`src/rtl/comm_pkg.sv`:
```
// Shared constants and helpers for the interleaver/deinterleaver pair.
// The defaults match the constants used by the transmit-side interleaver.
package comm_pkg;

    localparam int DEF_ROWS = 4;
    localparam int DEF_COLS = 4;

    function automatic int block_bits(input int rows, input int cols);
        return rows * cols;
    endfunction

    // Width of an index that counts 0..n-1; never narrower than one bit.
    function automatic int idx_width(input int n);
        return (n <= 2) ? 1 : $clog2(n);
    endfunction

endpackage

```
`src/rtl/deint_addr_gen.sv`:
```
// Column-major address generator: walks k = r*COLS + c and presents c*ROWS + r.
// The address is kept as a running register, so no multiplier is needed.
module deint_addr_gen
    import comm_pkg::*;
#(
    parameter int ROWS = DEF_ROWS,
    parameter int COLS = DEF_COLS,
    localparam int AW  = idx_width(block_bits(ROWS, COLS))
) (
    input  logic          clk,
    input  logic          rst,
    input  logic          advance,
    output logic [AW-1:0] addr,
    output logic          first,
    output logic          last
);

    localparam int RW = idx_width(ROWS);
    localparam int CW = idx_width(COLS);

    logic [RW-1:0] r;
    logic [CW-1:0] c;

    // Stepping c adds ROWS to the address; wrapping c restarts at the next row.
    always_ff @(posedge clk or posedge rst) begin
        if (rst) begin
            r    <= '0;
            c    <= '0;
            addr <= '0;
        end else if (advance) begin
            if (c == CW'(COLS - 1)) begin
                c <= '0;
                if (r == RW'(ROWS - 1)) begin
                    r    <= '0;
                    addr <= '0;
                end else begin
                    r    <= r + RW'(1);
                    addr <= AW'(r) + AW'(1);
                end
            end else begin
                c    <= c + CW'(1);
                addr <= addr + AW'(ROWS);
            end
        end
    end

    assign first = (r == '0) && (c == '0);
    assign last  = (r == RW'(ROWS - 1)) && (c == CW'(COLS - 1));

endmodule

```
`src/rtl/block_deinterleaver.sv`:
```
// Bit-serial ROWS x COLS ping-pong block deinterleaver with start-of-block resync.
// Define BLOCK_DEINT_SYNC_CNT_EN to add the saturating sync_err_cnt output.
module block_deinterleaver
    import comm_pkg::*;
#(
    parameter int ROWS = DEF_ROWS,
    parameter int COLS = DEF_COLS
) (
    input  logic       clk,
    input  logic       rst,
    input  logic       in_valid,
    output logic       in_ready,
    input  logic       in_bit,
    input  logic       in_sof,
    output logic       out_valid,
    input  logic       out_ready,
    output logic       out_bit,
    output logic       out_sof
`ifdef BLOCK_DEINT_SYNC_CNT_EN
    ,
    output logic [7:0] sync_err_cnt
`endif
);

    localparam int N  = block_bits(ROWS, COLS);
    localparam int AW = idx_width(N);

    logic [N-1:0]  bank [2];
    logic [1:0]    full;
    logic          wr_sel;
    logic          rd_sel;
    logic [AW-1:0] wr_idx;
    logic [AW-1:0] wr_addr;
    logic [AW-1:0] rd_addr;
    logic          rd_first;
    logic          rd_last;
    logic          in_fire;
    logic          out_fire;
    logic          resync;

    assign in_ready  = !full[wr_sel];
    assign in_fire   = in_valid && in_ready;
    assign out_valid = full[rd_sel];
    assign out_fire  = out_valid && out_ready;
    assign resync    = in_fire && in_sof && (wr_idx != '0);
    assign wr_addr   = resync ? '0 : wr_idx;
    assign out_bit   = out_valid && bank[rd_sel][rd_addr];
    assign out_sof   = out_valid && rd_first;

    // Fill and drain always target different banks, so both full bits may change together.
    always_ff @(posedge clk or posedge rst) begin
        if (rst) begin
            full   <= '0;
            wr_sel <= 1'b0;
            rd_sel <= 1'b0;
            wr_idx <= '0;
        end else begin
            if (in_fire) begin
                if (resync) begin
                    wr_idx <= AW'(1);
                end else if (wr_idx == AW'(N - 1)) begin
                    full[wr_sel] <= 1'b1;
                    wr_sel       <= !wr_sel;
                    wr_idx       <= '0;
                end else begin
                    wr_idx <= wr_idx + AW'(1);
                end
            end
            if (out_fire && rd_last) begin
                full[rd_sel] <= 1'b0;
                rd_sel       <= !rd_sel;
            end
        end
    end

    always_ff @(posedge clk) begin
        if (in_fire) begin
            bank[wr_sel][wr_addr] <= in_bit;
        end
    end

    deint_addr_gen #(
        .ROWS (ROWS),
        .COLS (COLS)
    ) u_rd_addr (
        .clk     (clk),
        .rst     (rst),
        .advance (out_fire),
        .addr    (rd_addr),
        .first   (rd_first),
        .last    (rd_last)
    );

`ifdef BLOCK_DEINT_SYNC_CNT_EN
    always_ff @(posedge clk or posedge rst) begin
        if (rst) begin
            sync_err_cnt <= '0;
        end else if (resync && (sync_err_cnt != 8'hFF)) begin
            sync_err_cnt <= sync_err_cnt + 8'd1;
        end
    end
`else
    // Without the counter a resync still realigns the write pointer silently.
`endif

endmodule

```
`config.mk`:
```
export PLATFORM = sky130hd
export DESIGN_NAME = block_deinterleaver
export DESIGN_NICKNAME = d
export VERILOG_FILES = /design/src/rtl/comm_pkg.sv /design/src/rtl/deint_addr_gen.sv /design/src/rtl/block_deinterleaver.sv
export SDC_FILE = /design/constraint.sdc
export NUM_CORES = 1
export LEC_CHECK = 0
export CAP_MARGIN = 5
export CELL_PAD_IN_SITES_DETAIL_PLACEMENT = 1
export CELL_PAD_IN_SITES_GLOBAL_PLACEMENT = 2
export CORE_ASPECT_RATIO = 1.2
export CORE_MARGIN = 4
export CORE_UTILIZATION = 30
export CTS_CLUSTER_SIZE = 8
export DETAILED_ROUTE_END_ITERATION = 10
export GPL_ROUTABILITY_DRIVEN = 1
export GPL_TIMING_DRIVEN = 1
export PLACE_DENSITY = 0.61
export RECOVER_POWER = 50
export SYNTH_ARGS = -nofsm -noshare
export SYNTH_HDL_FRONTEND = slang
export SYNTH_SLANG_ARGS = --single-unit
```
`constraint.sdc`:
```
create_clock -name clk -period 3 [get_ports clk]
set_input_delay 0.9 -clock clk [delete_from_list [all_inputs] [get_ports clk]]
set_output_delay 0.9 -clock clk [all_outputs]
set_load 0.01 [all_outputs]
```
==> Word level (Yosys, flattened, before mapping) <==
Memory sizes are Yosys's and may differ from the RTL's.
Index checks and enable logic that the tools add are counted.
{ "word_totals": {"mem_bits_rw": 32, "regBits": 16, "n_memories": 1, "output_inout_bits": 4, "input_bits": 6} }
{ "memory_table": {"columns": ["memory", "words", "word_bits", "read_ports", "rd_ports_with_merged_regs", "write_ports", "line", "rtl"], "rows": [
  ["bank", 2, 16, 1, 0, 1, "block_deinterleaver.sv:28", "logic [N-1:0] bank [2];"]
]} }
{ "op_classes": {"reduce_logical": 20, "muxes": 25, "order_cmp": 7, "n_bitwise": 4, "n_eq_ne": 3, "add_sub_neg": 5} }
{ "op_table": {"columns": ["operator", "n"], "rows": [
  ["4-bit 2-to-1 mux", 5],
  ["16-bit 2-to-1 mux", 1],
  ["1-bit logical AND", 12],
  ["2-bit 2-to-1 mux", 6],
  ["4-bit by 5-bit < comparator with 1-bit output, second input constant", 2],
  ["1-bit 2-to-1 mux", 9],
  ["2-bit by 1-bit adder with 2-bit output, second input constant", 2],
  ["4-bit by 1-bit adder with 4-bit output, second input constant", 1],
  ["4-bit by 3-bit adder with 4-bit output, second input constant", 1],
  ["1-bit binary-select mux with 4-bit select", 1],
  ["1-bit demux with 4-bit select", 1],
  ["2-bit == test, second input constant", 2],
  ["4-bit == test, second input constant", 1],
  ["4-bit by 1-bit >= comparator with 1-bit output, second input constant", 1],
  ["2-bit zero test", 2],
  ["1-bit by 2-bit < comparator with 1-bit output, second input constant", 2],
  ["4-bit nonzero test", 1],
  ["2-bit by 1-bit adder with 3-bit output, second input constant", 1],
  ["1-bit zero test", 3],
  ["3-bit AND reduction", 1],
  ["2-bit bitwise AND", 1],
  ["1-bit demux with 1-bit select", 2],
  ["1-bit >= comparator, second input constant", 2],
  ["2-bit inverter", 1],
  ["other kinds (3)", 3]
]} }

==> Logic depth before layout (Yosys ltp) <==
{ "logic_depth": {"depth_word": 12, "mapped_depth": 5, "mapped_depth_nobuf": 5} }

==> Hierarchy <==
A second synthesis with hierarchy kept.
{ "hier_totals": {"cells_unflattened": 198, "hier_area_um2": 2378.5} }
{ "by_module_without_submodules": {"columns": ["module", "instances", "area_each_um2", "cells_each", "seq_area_each_um2"], "rows": [
  ["block_deinterleaver", 1, 1981.9, 163, 1161.1],
  ["deint_addr_gen", 1, 396.6, 35, 200.2]
]} }

==> Least setup slack after synthesis <==
No wires, ideal clock.
{ "synth_path": {"path_type": "reg-to-output", "start": "register u_rd_addr.addr[0]", "end": "output port out_bit", "arrival_ps": 1465, "path_slack_ps": 635, "path_stages_with_launch": 6, "t_required_ps": 2100, "cell_sequence": "dfrtp_1 -> buf_6 -> mux4_2 -> mux2_4 -> o31ai_4 -> a211oi_2"} }
{ "synth_via": {"elab_chain_len": 3} }
{ "synth_lines": {"columns": ["element", "line", "rtl"], "rows": [
  ["from (decl)", "deint_addr_gen.sv:13", "output logic [AW-1:0] addr,"],
  ["from (signal assigned)", "deint_addr_gen.sv:38", "addr <= AW'(r) + AW'(1);"],
  ["from (signal assigned)", "deint_addr_gen.sv:42", "addr <= addr + AW'(ROWS);"],
  ["1-bit binary-select mux with 4-bit select", "block_deinterleaver.sv:47", "assign out_bit = out_valid && bank[rd_sel][rd_addr];"],
  ["1-bit 2-to-1 mux (implied by the code)", "block_deinterleaver.sv:47", null],
  ["1-bit logical AND", "block_deinterleaver.sv:47", null],
  ["to (decl)", "block_deinterleaver.sv:17", "output logic out_bit,"]
]} }
No other way between the ends. The select of a mux whose other input is x is not followed.

==> Worst setup path after layout <==
{ "layout_path": {"start": "register rd_sel", "end": "output port out_sof"} }
{ "layout_via": {"elab_chain_len": 3} }
{ "layout_lines": {"columns": ["element", "line", "rtl"], "rows": [
  ["from (decl)", "block_deinterleaver.sv:31", "logic rd_sel;"],
  ["from (signal assigned)", "block_deinterleaver.sv:71", "rd_sel <= !rd_sel;"],
  ["1-bit 2-to-1 mux (implied by the code) (2 in a row)", "block_deinterleaver.sv:43", "assign out_valid = full[rd_sel];"],
  ["1-bit logical AND", "block_deinterleaver.sv:48", "assign out_sof = out_valid && rd_first;"],
  ["to (decl)", "block_deinterleaver.sv:18", "output logic out_sof"]
]} }
No other way between the ends. The select of a mux whose other input is x is not followed.

==> impl_metrics.json <==
{
  "status": "finished clean",
  "synth_xor_area_share_pct": 0.360,
  "synth-async-reset-ratio_pct": 33.3,
  "ys_warn_count": 0,
  "dp_slack_ps": 51.0,
  "synth.mux.area_fraction_pct": 11.6,
  "dieArea_sq_um": 9610,
  "worst_ep_required_time_ps": 2100,
  "grt_max_degree": 33,
  "finalHoldViolCount": 0,
  "min_period_over_period_pct": 95.6,
  "tightest_slew_ps": 1200,
  "wl_um": 5570,
  "grt_use_total_pct": 12.4,
  "drt_iter0_drc": 82,
  "cts_tree": "yes",
  "ir_worst_vdd_uv": 218,
  "numPortBuffers": 9,
  "grt_pass1_vias": 1647,
  "setup_tns_ps": 0,
  "insertion_delay_ps": 300,
  "drive_gt1_share_pct": 20.4,
  "area_growth_pct": 12.8,
  "cts_hold_buffers": 0,
  "synth_top_family_by_area": "simple AND/OR/NAND/NOR gates",
  "multi_input_area_sq_um": 986,
  "holdPathStages": 1,
  "finalSetupViolations": 0,
  "die_h_um": 107,
  "synth.yosys.seq_area_share_pct": 56.0,
  "ant_nets": 0,
  "dp_hpwl_um": 4170,
  "wire_per_inst_um": 19.0,
  "clkTransAtPathRegs_ps": 90,
  "io-pin-count": 10,
  "num-nets-final": 212,
  "crit_fanout": 8,
  "whs_ps": 516,
  "grt_pass1_wl_um": 9250,
  "period_needed_ps": 2870,
  "numCtsBuffers": 5,
  "route.detailed.drc": 0,
  "p_int_mw": 1.08,
  "clock_skew_ps": 4.08,
  "p_sw_share_pct": 31.5,
  "fmax_mhz": 349,
  "fillerInstances": 842,
  "gp_congestion": 0.756,
  "rows": 35,
  "p_leak_nw": 0.961,
  "synth_fa_ha_area_share_pct": 3.09,
  "pwr-share-clk_pct": 30.8,
  "slew_headroom_pct": 19.7,
  "seq_area_sq_um": 1360,
  "syn_area_per_cell_sq_um": 13.1,
  "ys_types": 49,
  "via_per_inst": 5.22,
  "maxSlewViolCount": 0,
  "powerDensity_nw_per_um2": 577,
  "arrival_ps": 1970,
  "start_util_pct": 31.2,
  "finalWorstSetupSlack_ps": 133,
  "ys_ff_latch": 48,
  "diodes": 0,
  "startpoint_type": "register",
  "min_path_type": "reg -> reg",
  "drv_cap": 0,
  "design.core.area_sq_um": 7790,
  "synth_compound_area_share_pct": 10.6,
  "synthCells": 185,
  "synthFlopType": "edfxtp_1",
  "via_count": 1528,
  "h-tree-depth": 2,
  "end_kind": "primary output",
  "r2r_cells": 4,
  "combPwrFrac_pct": 19.2,
  "synth_simple_gate_area_share_pct": 14.8,
  "gr-total-overflow": 0,
  "seqPwrFrac_pct": 49.9,
  "syn_area_sq_um": 2430,
  "syn_nets": 197,
  "root_buffer": "clkbuf_8",
  "drt-pass1-iter-count": 4,
  "clk_path_buf_depth": 2,
  "grt_setup_unrepaired": "no",
  "antenna_found_initial": 0,
  "die_w_um": 90.2,
  "p_switching_uw": 498,
  "criticalPathCategory": "reg -> out",
  "synth_edf_count": 32,
  "cts.sinks": 48
}
-- flip-flops by register name (all words and copies together), names as in the netlist --
name,flops
bank,32
u_rd_addr.r,2
wr_idx,4
rd_sel,1
full,2
u_rd_addr.c,2
u_rd_addr.addr,4
wr_sel,1
-- final timing paths --
kind,end,from,slack [ps]
max,out_sof,rd_sel$_DFFE_PP0P_,130
min,u_rd_addr.c[0]$_DFFE_PP0P_,u_rd_addr.c[0]$_DFFE_PP0P_,520
max reg2reg,bank[0][12]$_DFFE_PP_,wr_sel$_DFFE_PP0P_,1030
min reg2reg,u_rd_addr.c[0]$_DFFE_PP0P_,u_rd_addr.c[0]$_DFFE_PP0P_,520
max in group asynchronous,u_rd_addr.addr[0]$_DFFE_PP0P_,rst,1360
min in group asynchronous,wr_idx[0]$_DFFE_PP0N_,rst,1140
-- what timing repair did --
action | CTS | global route
setup endpoints to repair | 2 | 2
gates resized for setup | 3 | 3
setup buffers | 1 | 0
-- through the flow --
stage	power [mW]	utilization [%]	std cells	area [sq um]
floorplan	1.01	-	185	2430
global placement	1.10	33.6	284	2620
detailed placement	1.12	33.6	284	2620
CTS	1.61	35.2	293	2740
global route	1.67	35.2	293	2740
finish	1.58	35.2	293	2740
-- area by class of cell --
cell class                      count  share of cell area, %
Inverter                            9                   1.23
Multi-Input combinational cell    121                   36.0
Clock inverter                      3                   1.69
Timing Repair Buffer               15                   4.61
Sequential cell                    48                   49.8
Tap cell                           92                   4.20
Clock buffer                        5                   2.51
-- kinds of logic (layout without fill, tap and decap cells) --
| kind of cell | after synthesis | after routing |
|---|---|---|
| AO/OA/AOI/OAI | 32 | 32 |
| XOR/XNOR | 1 | 1 |
| adder cells (fa/ha/maj) | 6 | 6 |
| buffers and inverters | 16 | 32 |
| flip-flops | 48 | 48 |
| multiplexers | 16 | 16 |
| AND/OR/NAND/NOR | 66 | 66 |
-- synth_stat cells, drive strengths merged (2+ instances only) --
| master | number | area (sq um) |
|---|---|---|
| a41oi | 2 | 17.5 |
| or3 | 2 | 12.5 |
| mux2i | 3 | 42.5 |
| a32o | 2 | 20.0 |
| or4 | 2 | 22.5 |
| o21ai | 11 | 55.1 |
| mux4 | 7 | 169 |
| or2 | 2 | 12.5 |
| nor3 | 12 | 90.1 |
| mux2 | 6 | 71.3 |
| dfrtp | 16 | 400 |
| nand3 | 4 | 20.0 |
| inv | 9 | 33.8 |
| edfxtp | 32 | 961 |
| o211ai | 4 | 40.0 |
| and2 | 3 | 18.8 |
| buf | 6 | 48.8 |
| nor2 | 24 | 92.6 |
| nand2 | 9 | 36.3 |
| a21o | 3 | 23.8 |
| nand2b | 2 | 12.5 |
| and3 | 2 | 12.5 |
| nor4 | 2 | 12.5 |
| ha | 6 | 75.1 |
-- power groups by stage --
stage,clock [mW],sequential (mW),combinational (mW)
finish,0.488,0.790,0.305
global route,0.538,0.795,0.335
CTS,0.504,0.789,0.313
detailed placement,0,0.803,0.313
global placement,0,0.799,0.297
floorplan,0,0.778,0.229
-- routing by layer --
layer,share of wire (%),GRT usage (%),vias to the layer above
met2,54,22.7,15
met5,0,0,-
met3,2.3,2.32,8
met4,1.5,4.05,0
li1,-,-,726
met1,42,14.7,779
-- worst max-delay path, cell delays in order (launching register included) --
cell	delay (ps)
dfrtp_2	460
buf_4	190
mux2_4	360
and3_1	190
clkdlybuf4s50_1	470
-- cell usage in the layout (no fill, tap or decap), types with 4 or more instances in the layout --
| cell | instances |
|---|---|
| o21ai_1 | 7 |
| clkbuf_8 | 5 |
| inv_1 | 9 |
| nand2_1 | 8 |
| mux4_2 | 4 |
| nand3_1 | 4 |
| nor2_1 | 23 |
| nor3_1 | 6 |
| nor3_2 | 6 |
| ha_1 | 6 |
| dfrtp_1 | 14 |
| o21ai_0 | 4 |
| edfxtp_1 | 32 |
| clkdlybuf4s50_1 | 5 |
| buf_4 | 5 |
(Power assumes the default switching activity.)
